File: src/rtl/score_record_infinity_pkg.sv
// score_record_infinity_pkg: shared FSM encoding, table geometry and display constants
package score_record_infinity_pkg;
    localparam int REC_DEPTH = 3;
    localparam int SCORE_W = 6;
    localparam logic [3:0] NIB_PAD = 4'h0;
    typedef enum logic [1:0] {IDLE, CAPTURE, INSERT, SHOW} state_t;
endpackage

File: src/rtl/bin2bcd_6.sv
// bin2bcd_6: combinational 6-bit binary to two BCD digits (0..63)
module bin2bcd_6
    import score_record_infinity_pkg::*;
(
    input  logic [SCORE_W-1:0] bin_i,
    output logic [3:0]         tens_o,
    output logic [3:0]         ones_o
);
    assign tens_o = 4'(bin_i / 6'd10);
    assign ones_o = 4'(bin_i % 6'd10);
endmodule

File: src/rtl/score_record_infinity.sv
// score_record_infinity: top-3 score table for infinity mode with rank display and hold-to-erase
module score_record_infinity
    import score_record_infinity_pkg::*;
#(
    parameter int CLR_HOLD     = 100_000_000,
    parameter int SHOW_DEFAULT = 0
) (
    input  logic                clk,
    input  logic                rst,
    input  logic                gameover_infinity,
    input  logic [SCORE_W-1:0]  score_infinity,
    input  logic                btn_show,
    input  logic                btn_return,
    output logic [15:0]         seg_record,
    output logic [15:0]         led_record,
    output logic                new_record,
    output logic                busy
);
    localparam logic [1:0]  RANK_DEF  = 2'(SHOW_DEFAULT);
    localparam logic [1:0]  RANK_LAST = 2'(REC_DEPTH - 1);
    localparam logic [31:0] HOLD_MAX  = 32'(CLR_HOLD - 1);
    localparam logic [15:0] SEG_RST   = {4'(SHOW_DEFAULT + 1), NIB_PAD, 8'h00};
    localparam logic [15:0] LED_RST   = 16'd1 << SHOW_DEFAULT;

    state_t             state_q, state_d;
    logic               gov_prev_q, show_prev_q, ret_prev_q;
    logic [SCORE_W-1:0] cap_q, cap_d, r1_q, r1_d, r2_q, r2_d, r3_q, r3_d, sel;
    logic [1:0]         cnt_q, cnt_d, rank_q, rank_d;
    logic [31:0]        hold_q, hold_d;
    logic               new_q, new_d;
    logic [15:0]        seg_d, led_d;
    logic [3:0]         tens, ones;
    logic               gov_rise, show_rise, ret_rise, idle_show, clr, gt1, gt2, gt3;

    assign gov_rise  = gameover_infinity & ~gov_prev_q;
    assign show_rise = btn_show & ~show_prev_q;
    assign ret_rise  = btn_return & ~ret_prev_q;
    assign idle_show = (state_q == IDLE) || (state_q == SHOW);
    assign clr       = idle_show && btn_return && (hold_q == HOLD_MAX);
    // Empty slots accept any score so an unfilled table always takes the capture
    assign gt1 = (cap_q > r1_q) || (cnt_q == 2'd0);
    assign gt2 = (cap_q > r2_q) || (cnt_q < 2'd2);
    assign gt3 = (cap_q > r3_q) || (cnt_q != 2'd3);
    assign sel = (rank_q >= cnt_q) ? '0 : (rank_q == 2'd0) ? r1_q : (rank_q == 2'd1) ? r2_q : r3_q;
    assign busy       = (state_q == CAPTURE) || (state_q == INSERT);
    assign new_record = new_q;

    bin2bcd_6 u_bcd (.bin_i(sel), .tens_o(tens), .ones_o(ones));

    // Next-state: FSM, table insertion, rank selection, hold-to-erase and display words
    always_comb begin
        state_d = state_q;
        cap_d   = cap_q;
        r1_d    = r1_q;
        r2_d    = r2_q;
        r3_d    = r3_q;
        cnt_d   = cnt_q;
        rank_d  = rank_q;
        new_d   = ret_rise ? 1'b0 : new_q;
        hold_d  = (idle_show && btn_return) ? ((hold_q == HOLD_MAX) ? hold_q : hold_q + 32'd1) : 32'd0;
        seg_d   = {4'({2'b00, rank_q}) + 4'd1, NIB_PAD, tens, ones};
        led_d   = {new_q, 12'h000, rank_q == 2'd2, rank_q == 2'd1, rank_q == 2'd0};
        case (state_q)
            IDLE, SHOW: begin
                if (show_rise) rank_d = (rank_q == RANK_LAST) ? 2'd0 : rank_q + 2'd1;
                if (clr) begin
                    state_d = IDLE;
                    r1_d    = '0;
                    r2_d    = '0;
                    r3_d    = '0;
                    cnt_d   = 2'd0;
                    new_d   = 1'b0;
                end else if (gov_rise) state_d = CAPTURE;
                else if (state_q == SHOW && ret_rise) state_d = IDLE;
            end
            CAPTURE: begin
                cap_d   = score_infinity;
                state_d = INSERT;
            end
            INSERT: begin
                if (gt1) {r1_d, r2_d, r3_d} = {cap_q, r1_q, r2_q};
                else if (gt2) {r2_d, r3_d} = {cap_q, r2_q};
                else if (gt3) r3_d = cap_q;
                cnt_d   = (cnt_q == 2'd3) ? cnt_q : cnt_q + 2'd1;
                new_d   = gt1;
                rank_d  = RANK_DEF;
                state_d = SHOW;
            end
            default: state_d = IDLE;
        endcase
    end

    // State and output registers; reset abandons any capture in flight
    always_ff @(posedge clk or posedge rst) begin
        if (rst) begin
            state_q     <= IDLE;
            gov_prev_q  <= 1'b0;
            show_prev_q <= 1'b0;
            ret_prev_q  <= 1'b0;
            cap_q       <= '0;
            r1_q        <= '0;
            r2_q        <= '0;
            r3_q        <= '0;
            cnt_q       <= 2'd0;
            rank_q      <= RANK_DEF;
            hold_q      <= 32'd0;
            new_q       <= 1'b0;
            seg_record  <= SEG_RST;
            led_record  <= LED_RST;
        end else begin
            state_q     <= state_d;
            gov_prev_q  <= gameover_infinity;
            show_prev_q <= btn_show;
            ret_prev_q  <= btn_return;
            cap_q       <= cap_d;
            r1_q        <= r1_d;
            r2_q        <= r2_d;
            r3_q        <= r3_d;
            cnt_q       <= cnt_d;
            rank_q      <= rank_d;
            hold_q      <= hold_d;
            new_q       <= new_d;
            seg_record  <= seg_d;
            led_record  <= led_d;
        end
    end
endmodule

File: config.mk
export PLATFORM = sky130hd
export DESIGN_NAME = score_record_infinity
export DESIGN_NICKNAME = d
export VERILOG_FILES = /design/src/rtl/score_record_infinity_pkg.sv /design/src/rtl/bin2bcd_6.sv /design/src/rtl/score_record_infinity.sv
export SDC_FILE = /design/constraint.sdc
export NUM_CORES = 1
export LEC_CHECK = 0
export CORE_ASPECT_RATIO = 1.5
export CORE_MARGIN = 4
export CORE_UTILIZATION = 40
export CTS_CLUSTER_SIZE = 20
export DETAILED_ROUTE_END_ITERATION = 7
export GPL_ROUTABILITY_DRIVEN = 0
export GPL_TIMING_DRIVEN = 1
export PLACE_DENSITY_LB_ADDON = 0.3
export SETUP_SLACK_MARGIN = 0.1
export SLEW_MARGIN = 20
export SYNTH_ARGS = -nofsm -noshare
export SYNTH_HDL_FRONTEND = slang
export SYNTH_SLANG_ARGS = --single-unit
File: constraint.sdc
create_clock -name clk -period 2.9 [get_ports clk]
set_clock_uncertainty 0.2 [all_clocks]
set_input_delay 0.58 -clock clk [delete_from_list [all_inputs] [get_ports clk]]
set_output_delay 0.58 -clock clk [all_outputs]
set_load 0.005 [all_outputs]
After elaboration in Yosys (flattened, before gate mapping)
Index checks and enable logic that the tools add are counted.

Word-level logic and storage cells: 93. Input bits: 11. Flip-flop bits (word level): 82.

Bitwise gates (word level): 6. Order comparisons: 5. Div/mod/pow operators: 2. Multiplexer cells: 28. Reductions and logical operators: 18. Eq/ne operators: 16. Add/subtract/negate cells: 4.

Operators with widths (count): 2-to-1 mux 32 bit (2); 2-to-1 mux 6 bit (10); one-hot mux 6 bit (2 select lines) (3); adder 32 x 1 -> 32 bit (second input constant) (1); equality test 32 x 27 -> 1 bit (second input constant) (1); > comparator 6 bit (3); 2-to-1 mux 2 bit (7); != test 2 bit (second input constant) (6); AND reduction 3 bit (4); equality test 2 bit (second input constant) (4); != test 4 bit (second input constant) (2); one-hot mux 2 bit (2 select lines) (2); divider 6 x 4 -> 6 bit (second input constant) (1); zero test 2 bit (3); modulo 6 x 4 -> 6 bit (second input constant) (1); one-hot mux 2 bit (3 select lines) (1); logical OR 1 bit (5); adder 2 x 1 -> 2 bit (second input constant) (2); equality test 2 x 1 -> 1 bit (second input constant) (2); adder 2 x 1 -> 3 bit (second input constant) (1); bitwise AND 1 bit (3); logical AND 1 bit (3); != test 3 bit (second input constant) (1); NOT 1 bit (3); 7 further kinds (8).

Depth between registers and ports, before layout
Gate-level depths: netlist of run 1.

Depth in word-level cells: 7. Depth in mapped cells: 12.

By module
Synthesis of run 1 repeated with hierarchy kept, for this count alone.

Cells, all modules: 490. Area, all modules: 4799.6 um^2.

By module, submodules not included: score_record_infinity (times used 1, area each 4453.0 um^2, cells each 437); bin2bcd_6 (times used 1, area each 346.6 um^2, cells each 53).

Worst setup path before layout of run 1
OpenSTA, ideal clock, no wires.

Path type: flip-flop to flip-flop. Start: register rank_q[1]. End: register seg_record[3]. Data arrival time: 2.702 ns. Cell stages (with the launch flop): 13. Setup slack: -0.146 ns. Period minus slack after synthesis: 3.046 ns. Cell sequence: dfrtp_1 inv_1 ha_1 buf_6 mux2_2 mux2i_1 and2b_1 xnor2_1 a211o_1 ha_1 xnor2_1 a211oi_1 a211oi_1.

Cells in the longest elaborated chain, start to end: 5. Elaborated cells on any way between the ends: 7.

RTL lines: start: declaration (line score_record_infinity.sv:28) `logic [1:0] cnt_q, cnt_d, rank_q, rank_d;`; start signal: assignment (line score_record_infinity.sv:120) `rank_q <= rank_d;`; equality test 2 x 1 -> 1 bit; via led_d[1] (line score_record_infinity.sv:31) `logic [15:0] seg_d, led_d;`; 2-to-1 mux 6 bit (3 in series) (line score_record_infinity.sv:44) `assign sel = (rank_q >= cnt_q) ? '0 : (rank_q == 2'd0) ? r1_q : (rank_q == 2'd1) ? r2_q : r3_q;`; modulo 6 x 4 -> 6 bit (line bin2bcd_6.sv:10) `assign ones_o = 4'(bin_i % 6'd10);`; via ones[3] (line score_record_infinity.sv:32) `logic [3:0] tens, ones;`; end signal: assignment (line score_record_infinity.sv:123) `seg_record <= seg_d;`; end: declaration (line score_record_infinity.sv:14) `output logic [15:0] seg_record,`.

The timed path passes the listed nets, and every way through them passes these cells. A chain may end at the register's enable or synchronous reset.

Worst setup path in the final report of run 1
Ends and elaborated chain as after synthesis.

==> results of run 1 <==
==> metal layers <==
layer / share of wire (%) / vias to the layer above / routed length [um] / GRT usage (%)
met5: 0 / - / 0 / 0
met4: 2.8 / 0 / 296 / 6.60
met3: 2.4 / 24 / 259 / 3.22
met2: 55 / 59 / 5860 / 30.5
met1: 39 / 1768 / 4170 / 18.8
li1: - / 1705 / - / -
==> path summary, 6_finish.rpt <==
| check | from | to | slack (ps) | depth (start not counted) |
|---|---|---|---|---|
| worst max-delay path | rank_q[1]$_DFFE_PP0P_ | seg_record[3]$_DFF_PP0_ | 210 | 11 |
| worst min-delay path | new_record$_DFF_PP0_ | led_record[15]$_DFF_PP0_ | 270 | 0 |
| worst max register to register | rank_q[1]$_DFFE_PP0P_ | seg_record[3]$_DFF_PP0_ | 210 | 11 |
| worst min register to register | new_record$_DFF_PP0_ | led_record[15]$_DFF_PP0_ | 270 | 0 |
| max in group asynchronous | rst | seg_record[12]$_DFF_PP1_ | 1450 | 3 |
| min in group asynchronous | rst | cap_q[4]$_DFFE_PP0N_ | 360 | 2 |
==> per-stage QoR <==
stage / total power (W) / setup WS, ps
final: 0.00556 / 205
after CTS: 0.00557 / 121
after floorplan: 0.00337 / 76.7
after detailed placement: 0.00430 / 147
after global placement: 0.00423 / 161
after global routing: 0.00597 / 23.4
==> cell families (layout without fill, tap and decap cells) <==
kind of cell,Yosys count,count (layout)
buffers and inverters,61,99
adders and majority gates,33,33
and+or+nand+nor,155,155
xor gates and xnor gates,30,30
AOI/OAI and AO/OA,74,74
DFF,80,80
other,1,18
muxes,34,34
==> cells in the final DEF (no fill, tap or decap), types with 6 or more instances in the layout <==
cell type and count:
a21oi_1 17, a22o_1 7, buf_4 26, clkbuf_16 9, clkdlybuf4s50_1 26, conb_1 18
dfrtp_1 76, ha_1 29, inv_1 27, mux2_2 12, mux2i_1 17, nand2_1 29
nand3_1 20, nor2_1 52, nor3_1 6, nor4_1 8, o21ai_0 12, o22ai_1 6
xnor2_1 15, xor2_1 15
==> sequential cells by signal (all words and copies together) (netlist names) <==
register / flops
cnt_q: 2
hold_q: 32
state_q: 2
gov_prev_q: 1
show_prev_q: 1
ret_prev_q: 1
r2_q: 6
cap_q: 6
new_record: 1
seg_record: 10
r1_q: 6
led_record: 4
r3_q: 6
rank_q: 2
==> worst max-delay path, cell delays in order, from the launching register on <==
cell and delay (ps):
dfrtp_1 390, inv_2 90, ha_4 160, mux2_4 310, mux2i_4 150, and2b_2 250, xnor2_1 120, a211o_1 300
ha_4 190, o21a_1 180, o21ai_0 140, a211oi_1 80
==> power breakdown <==
part	total [W]	internal, W	leakage [nW]	switching (W)
clock network	0.00124	0.000800	0.160	0.000439
logic	0.00270	0.00129	1.16	0.00141
registers	0.00163	0.00137	1.07	0.000254
total	0.00556	0.00346	2.39	0.00210
==> cell type report <==
cell class / count / area, um^2
Clock buffer: 13 / 260
Clock inverter: 3 / 65.1
Fill cell: 1052 / 5870
Inverter: 30 / 116
Multi-Input combinational cell: 344 / 2490
Sequential cell: 80 / 2010
Tap cell: 150 / 188
Timing Repair Buffer: 53 / 475
==> run_results.csv, run 1 <==
group,metric,value,unit
synth,synth_compound_gate_area_share,11.3,%
sta,max_freq,371,MHz
worst_setup_path,worst_setup_path_start_kind,"flop",
global_route,grt_max_degree,69,
die,core_area,11500,um^2
synth,syn_inst,468,
synth,synthMuxAreaShare,7.76,%
route,drtPass1Iterations,4,
die,start_util,40.6,%
cells_and_area,nets,562,
synth,synth_commonest_cells,"dfrtp_1, nor2_1, ha_1, inv_1, nand2_1",
global_route,antenna_found_initial,0,
synth,async_flop_share,100,%
synth,yosysTopAreaCellShare,41.9,%
placement,place_area,5250,um^2
sta,min_period,2690,ps
sta,whs,275,ps
cts,cts_setup_buffers,0,
cts,ctsHoldBuffers,0,
synth,synth.cell_area,4660,um^2
synth,synth_cell_types,59,
route,num_vias,3556,
cells_and_area,drive_gt1_share,15.5,%
placement,port_buffers,26,
synth,ys_seq_area_share,43.0,%
sta,worstMarginPinSlew,712,ps
worst_setup_path,cp_max_fo,4,
global_route,first_global_vias,3711,
synth,synth_flop_cell,"dfrtp_1",
synth,yosys-top-cells-area,"dfrtp_1, ha_1, mux2i_1",
route,drtIter0Drc,141,
cells_and_area,finish.instance_area,5600,um^2
cells_and_area,final_cells,673,
die,fp.dieW,96.1,um
route,via_per_inst,5.28,
synth,synth-xor-area-share,5.64,%
synth,synth_edf_count,0,
cts,h-tree-depth,3,
cts,cts_tree,"done",
worst_setup_path,cp.required,2910,ps
die,die_h,140,um
cts,clock-root-buffer,"clkbuf_16",
cts,cts-resized-gates,0,
power_and_ir_drop,peakVddDrop,0.425,mV
sta,slew_violations,0,
cts,cts.sinks,80,
cts,cts_buffers,9,
cts,clockBufferDepth,2,
synth,yosysWarningCount,0,
sta,slew_headroom,52.1,%
outcome,status,"complete, no violations",
sta,period_share,92.9,%
die,dieArea,13500,um^2
route,wl_per_cell,15.7,um
flow_run,cap_violations,0,
worst_hold_path,hold_class,"reg2reg",
global_route,overflow,0,
die,io_pins,45,
die,rows,48,
global_route,grt_pass1_wl,17700,um
worst_setup_path,arrival,2710,ps
sta,rsz0062_at_grt,"true",
global_route,track_usage,16.9,%
route,drtAntennaViolNets,0,
worst_setup_path,critPathKind,"reg2reg",
sta,finalSetupTns,0,ps
worst_setup_path,cp-end-kind,"flop",
route,drc_errors,0,
placement,dp.cells,657,
cells_and_area,num_antenna_cells,0,
synth,ys_ff_latch,80,
cts,path_clk_slew,60,ps
synth,synthAdderAreaFrac,8.86,%
synth,synth_top_family_by_area,"simple AND/OR/NAND/NOR gates",
synth,yosys.area.top_type,"dfrtp_1",
power_and_ir_drop,p_leak,2.39,nW
synth,synth.most_common_cell,"dfrtp_1",
sta,setup_viol,0,
power_and_ir_drop,p_per_area,993,nW/um^2
cells_and_area,fin_util,48.9,%
synth,yosys.area_share.simple,16.8,%
cts,clk_latency,330,ps
cells_and_area,syn_to_final_growth,20.2,%
synth,syn_area_per_cell,9.96,um^2
placement,hpwl,8010,um
route,routed_wl,10600,um
sta,finalHoldViolCount,0,
No activity file was read; power rests on OpenSTA's default activity.
==> inputs of run 2 (changes only) <==
Settings changed: RECOVER_POWER set to 100.
==> run 2 against run 1 <==
Compared with the run above: flip-flop and latch count unchanged; wire length grew 0.18%; first-iteration DRC count is 9.2% lower; setup slack got worse by 33 ps; power is 1.4% lower; fmax is 1.2% lower; final cell count is the same; design area down 0.96%; critical endpoint is now busy.
==> run_results.csv, run 2 (same netlist as run 1, synthesis figures left out) <==
group,metric,value,unit
outcome,status,"complete, no violations",
worst_setup_path,critPathKind,"reg2out",
sta,min_period,2730,ps
power_and_ir_drop,switchingPower,0.00209,W
sta,finalSetupTns,0,ps
power_and_ir_drop,p_per_area,988,nW/um^2
cts,cts_tree,"done",
worst_setup_path,worst_setup_path_start_kind,"flop",
die,dieArea,13500,um^2
cts,h-tree-depth,3,
cells_and_area,final_cells,673,
worst_setup_path,cp.required,2120,ps
global_route,track_usage,16.9,%
route,routed_wl,10600,um
route,drtIter0Drc,128,
placement,dp.cells,657,
power_and_ir_drop,power,0.00548,W
die,die_h,140,um
power_and_ir_drop,p_sw_share,38.2,%
worst_setup_path,path_buf_inv,2,
cells_and_area,nets,562,
sta,finalHoldViolCount,0,
cts,clock-root-buffer,"clkbuf_16",
global_route,grt_pass1_wl,17700,um
die,core_area,11500,um^2
sta,rsz0062_at_grt,"true",
sta,period_share,94.1,%
route,drtPass1Iterations,6,
cells_and_area,largest_register_ffs,32,
cells_and_area,num_antenna_cells,0,
worst_setup_path,arrival,1950,ps
sta,slew_headroom,36.2,%
cts,cts_buffers,9,
cells_and_area,top_regs,"hold_q (32), seg_record (10)",
sta,slew_violations,0,
placement,port_buffers,26,
worst_setup_path,slowest_delay,580,ps
worst_setup_path,path_cells,"inv_1 -> ha_1 -> clkdlybuf4s50_1",
worst_hold_path,hold_class,"reg2reg",
placement,hpwl,8010,um
route,num_vias,3561,
cells_and_area,final_cell_mix,"dfrtp_1, nor2_1, ha_1",
sta,max_freq,367,MHz
global_route,first_global_vias,3711,
cts,clk_latency,330,ps
sta,whs,256,ps
power_and_ir_drop,seqPwrFrac,29.6,%
power_and_ir_drop,clockPowerShare,22.6,%
die,rows,48,
cells_and_area,drive_gt1_share,14.0,%
sta,worstMarginPinSlew,958,ps
route,wl_per_cell,15.8,um
cts,cts_setup_buffers,0,
power_and_ir_drop,power.internal,0.00339,W
route,via_per_inst,5.29,
worst_setup_path,cpMaxStageDelayCell,"clkdlybuf4s50_1",
cts,path_clk_slew,60,ps
die,start_util,40.6,%
cells_and_area,syn_to_final_growth,19.1,%
global_route,antenna_found_initial,0,
power_and_ir_drop,p_leak,2.40,nW
cells_and_area,final_common_cell,"dfrtp_1",
worst_setup_path,cp-end-kind,"output port",
cts,cts.sinks,80,
worst_setup_path,critPathTopFamily,"buffers and inverters",
global_route,overflow,0,
global_route,grt_max_degree,69,
route,drtAntennaViolNets,0,
die,fp.dieW,96.1,um
die,io_pins,45,
power_and_ir_drop,p_comb_share,47.9,%
worst_setup_path,cp_max_fo,12,
cells_and_area,top_register,"hold_q",
route,drc_errors,0,
sta,setup_viol,0,
cts,clockBufferDepth,2,
flow_run,cap_violations,0,
power_and_ir_drop,peakVddDrop,0.426,mV
run 2: what timing repair did:
| action | 4_1_cts | 5_1_grt |
|---|---|---|
| hold buffers | 0 | 0 |
| endpoints found under the setup margin | 0 | 15 |
| resized for setup | 0 | 9 |
run 2: cell type report:
class	count	area, um^2
clock buffer	13	260
clock inverter	3	65.1
fill	1062	5920
inverter	30	114
multi-input combinational	344	2470
sequential	80	2010
tap	150	188
timing repair buffer	53	445
run 2: layer usage:
| layer | vias to the layer above | GRT usage (%) | share of wire (%) |
|---|---|---|---|
| met5 | - | 0 | 0 |
| met4 | 0 | 6.60 | 2.4 |
| met3 | 20 | 3.22 | 3.0 |
| met2 | 67 | 30.5 | 56 |
| met1 | 1771 | 18.8 | 38 |
| li1 | 1703 | - | - |
run 2: power groups by stage:
stage	registers [W]	logic, W	clock network [W]
2_1_floorplan	0.00157	0.00180	0
3_3_place_gp	0.00163	0.00260	0
3_5_place_dp	0.00164	0.00266	0
4_1_cts	0.00162	0.00268	0.00127
5_1_grt	0.00165	0.00292	0.00131
6_report	0.00162	0.00262	0.00124
run 2: worst paths after layout:
path                                   startpoint                       end  slack, ps  cells after the start
min reg2reg                  new_record$_DFF_PP0_  led_record[15]$_DFF_PP0_        260                      0
min                          new_record$_DFF_PP0_  led_record[15]$_DFF_PP0_        260                      0
min in group asynchronous                     rst      cap_q[4]$_DFFE_PP0N_        530                      2
max                        state_q[0]$_DFFE_PP0P_                      busy        170                      3
max reg2reg                 rank_q[1]$_DFFE_PP0P_   seg_record[3]$_DFF_PP0_        200                     11
max in group asynchronous                     rst     rank_q[0]$_DFFE_PP0P_        550                      3
run 2: stage by stage:
step	worst slack [ps]	util, %	area [um^2]
after CTS	121	48.6	5570
after floorplan	76.7	-	4780
final	172	48.4	5550
after detailed placement	147	45.8	5250
after global routing	20.9	48.4	5550
after global placement	161	45.8	5250
==> RTL edit: new RTL, flow settings as in run 2 <==
Set the package constant `SCORE_W` to 7 (it was 6).
--- a/src/rtl/score_record_infinity_pkg.sv
+++ b/src/rtl/score_record_infinity_pkg.sv
@@ -3,3 +3,3 @@
     localparam int REC_DEPTH = 3;
-    localparam int SCORE_W = 6;
+    localparam int SCORE_W = 7;
     localparam logic [3:0] NIB_PAD = 4'h0;
Interface: changed (resized score_infinity); port bits go from 45 to 46. No check against the original RTL was run, so the function may have changed too.
==> RTL edit against run 2 <==
  * The run now ends with setup timing left
  * Area after synthesis increased by 13%
  * Wire length increased by 31%
  * Worst setup slack got worse by 0.60 ns
  * Design area increased by 30%
  * Via count increased by 26%
  * Critical path depth increased by 11
  * Sequential cell count increased by 5
  * Count of clock-buffer cells in the layout decreased by 3
  * Die area increased by 12%
  * Largest cell class unchanged
  * Highest routed layer unchanged
  * Hold slack got worse by 0.034 ns
Power is not compared: it rests on default switching activity, and its combinational part moved more than twofold at a synthesized area within 25%.
==> RTL edit: results (changes against run 2) <==
grt_usage_pct: 18.2  # was 16.9%
synth.area.mux_share_pct: 7.69  # was 7.76%
drive_gt1_share_pct: 30.6  # was 14.0%
fin_hold_ws_ns: 0.222  # was 0.256 ns
drt-total-wl_um: 13800  # was 10600 um
reg_top3: "hold_q x32, seg_record x11"  # was hold_q x32, seg_record x10
wl_met1_um: 5220  # was 4080 um
fill_cells: 1102  # was 1062
status: "finished with violations"  # was finished, final reports clean
grt_max_degree: 71  # was 69
pre_cts_slack_ns: -0.493  # was 0.147 ns
setup_viol: 18  # was 0
critPathSlowestCell: "dfrtp_1"  # was clkdlybuf4s50_1
yosys.cell_types.count: 60  # was 59
clock_buffers: 10  # was 13
ys_top_cells_by_count: "dfrtp_1 (83), nor2_1 (49), nand2_1 (45)"  # was dfrtp_1 (78), nor2_1 (52), ha_1 (33)
dp.cells: 792  # was 657
endpoint: "seg_record[2]"  # was busy
synth.area.top_cells: "dfrtp_1 (39%), ha_1 (9.0%), mux2i_1 (4.4%), xor2_1 (3.7%), nor2_1 (3.5%)"  # was dfrtp_1 (42%), ha_1 (8.9%), mux2i_1 (4.3%), nor2_1 (4.2%), mux2_2 (3.1%)
wl_per_cell_um: 16.6  # was 15.8 um
n_all_buffers: 130  # was 53
dr.pass1.iters: 4  # was 6
dp_hpwl_um: 9700  # was 8010 um
crit_family: "compound AO/OA/AOI/OAI gates"  # was buffers and inverters
grtUsageMet2_pct: 33.7  # was 30.5%
finalSetupTns_ns: -2.91  # was 0 ns
fin_nets: 722  # was 562
place_area_sq_um: 6280  # was 5250 sq um
drt_iter0_markers: 212  # was 128
multi_input_area_sq_um: 3350  # was 2470 sq um
inv_count: 36  # was 30
worst_slack_ns: -0.427  # was 0.172 ns
grt_pass1_wl_um: 21700  # was 17700 um
synth_cells: 548  # was 468
ys_seq_area_share_pct: 40.4  # was 43.0%
cts.sinks: 85  # was 80
bufAreaShareNonClock_pct: 15.5  # was 8.03%
synth_compound_area_share_pct: 14.8  # was 11.3%
dr_wl_met3_um: 428  # was 318 um
synth_xor_area_share_pct: 5.15  # was 5.64%
violations: "setup timing"
rr_worst_depth: 14  # was 11
sh_seq_area_pct: 29.5  # was 36.1%
met1_usage_pct: 19.5  # was 18.8%
postSynthAreaPerCell_sq_um: 9.62  # was 9.96 sq um
cpPeakStageDelay_ns: 0.39  # was 0.58 ns
synth-adder-area-share_pct: 9.02  # was 8.86%
via_per_inst: 5.36  # was 5.29
startpoint: "rank_q[1]"  # was state_q[0]
==> RTL edit: cell count changes in the layout (fill, tap and decap cells not counted), moves of 13 or more <==
| cell | before | now |
|---|---|---|
| buf_6 | 0 | 14 |
| and3_1 | 4 | 17 |
| dlygate4sd3_1 | 19 | 4 |
| clkdlybuf4s50_1 | 7 | 24 |
| nand2_1 | 29 | 42 |
| buf_4 | 21 | 86 |
==> RTL edit: power groups by stage <==
| stage | Combinational [mW] | Clock [mW] | Sequential [mW] |
|---|---|---|---|
| final | 6.10 | 1.15 | 1.76 |
| after global routing | 6.59 | 1.22 | 1.80 |
| after CTS | 5.22 | 1.17 | 1.76 |
| after detailed placement | 4.61 | 0 | 1.77 |
| after global placement | 4.48 | 0 | 1.75 |
| after floorplan | 2.85 | 0 | 1.71 |
==> RTL edit: what timing repair did <==
item / in CTS / in global routing
resized for setup: 44 / 52
pin swaps: 25 / 29
endpoints found under the setup margin: 27 / 26
setup buffers: 17 / 14
endpoints found under the hold margin: 0 / 0
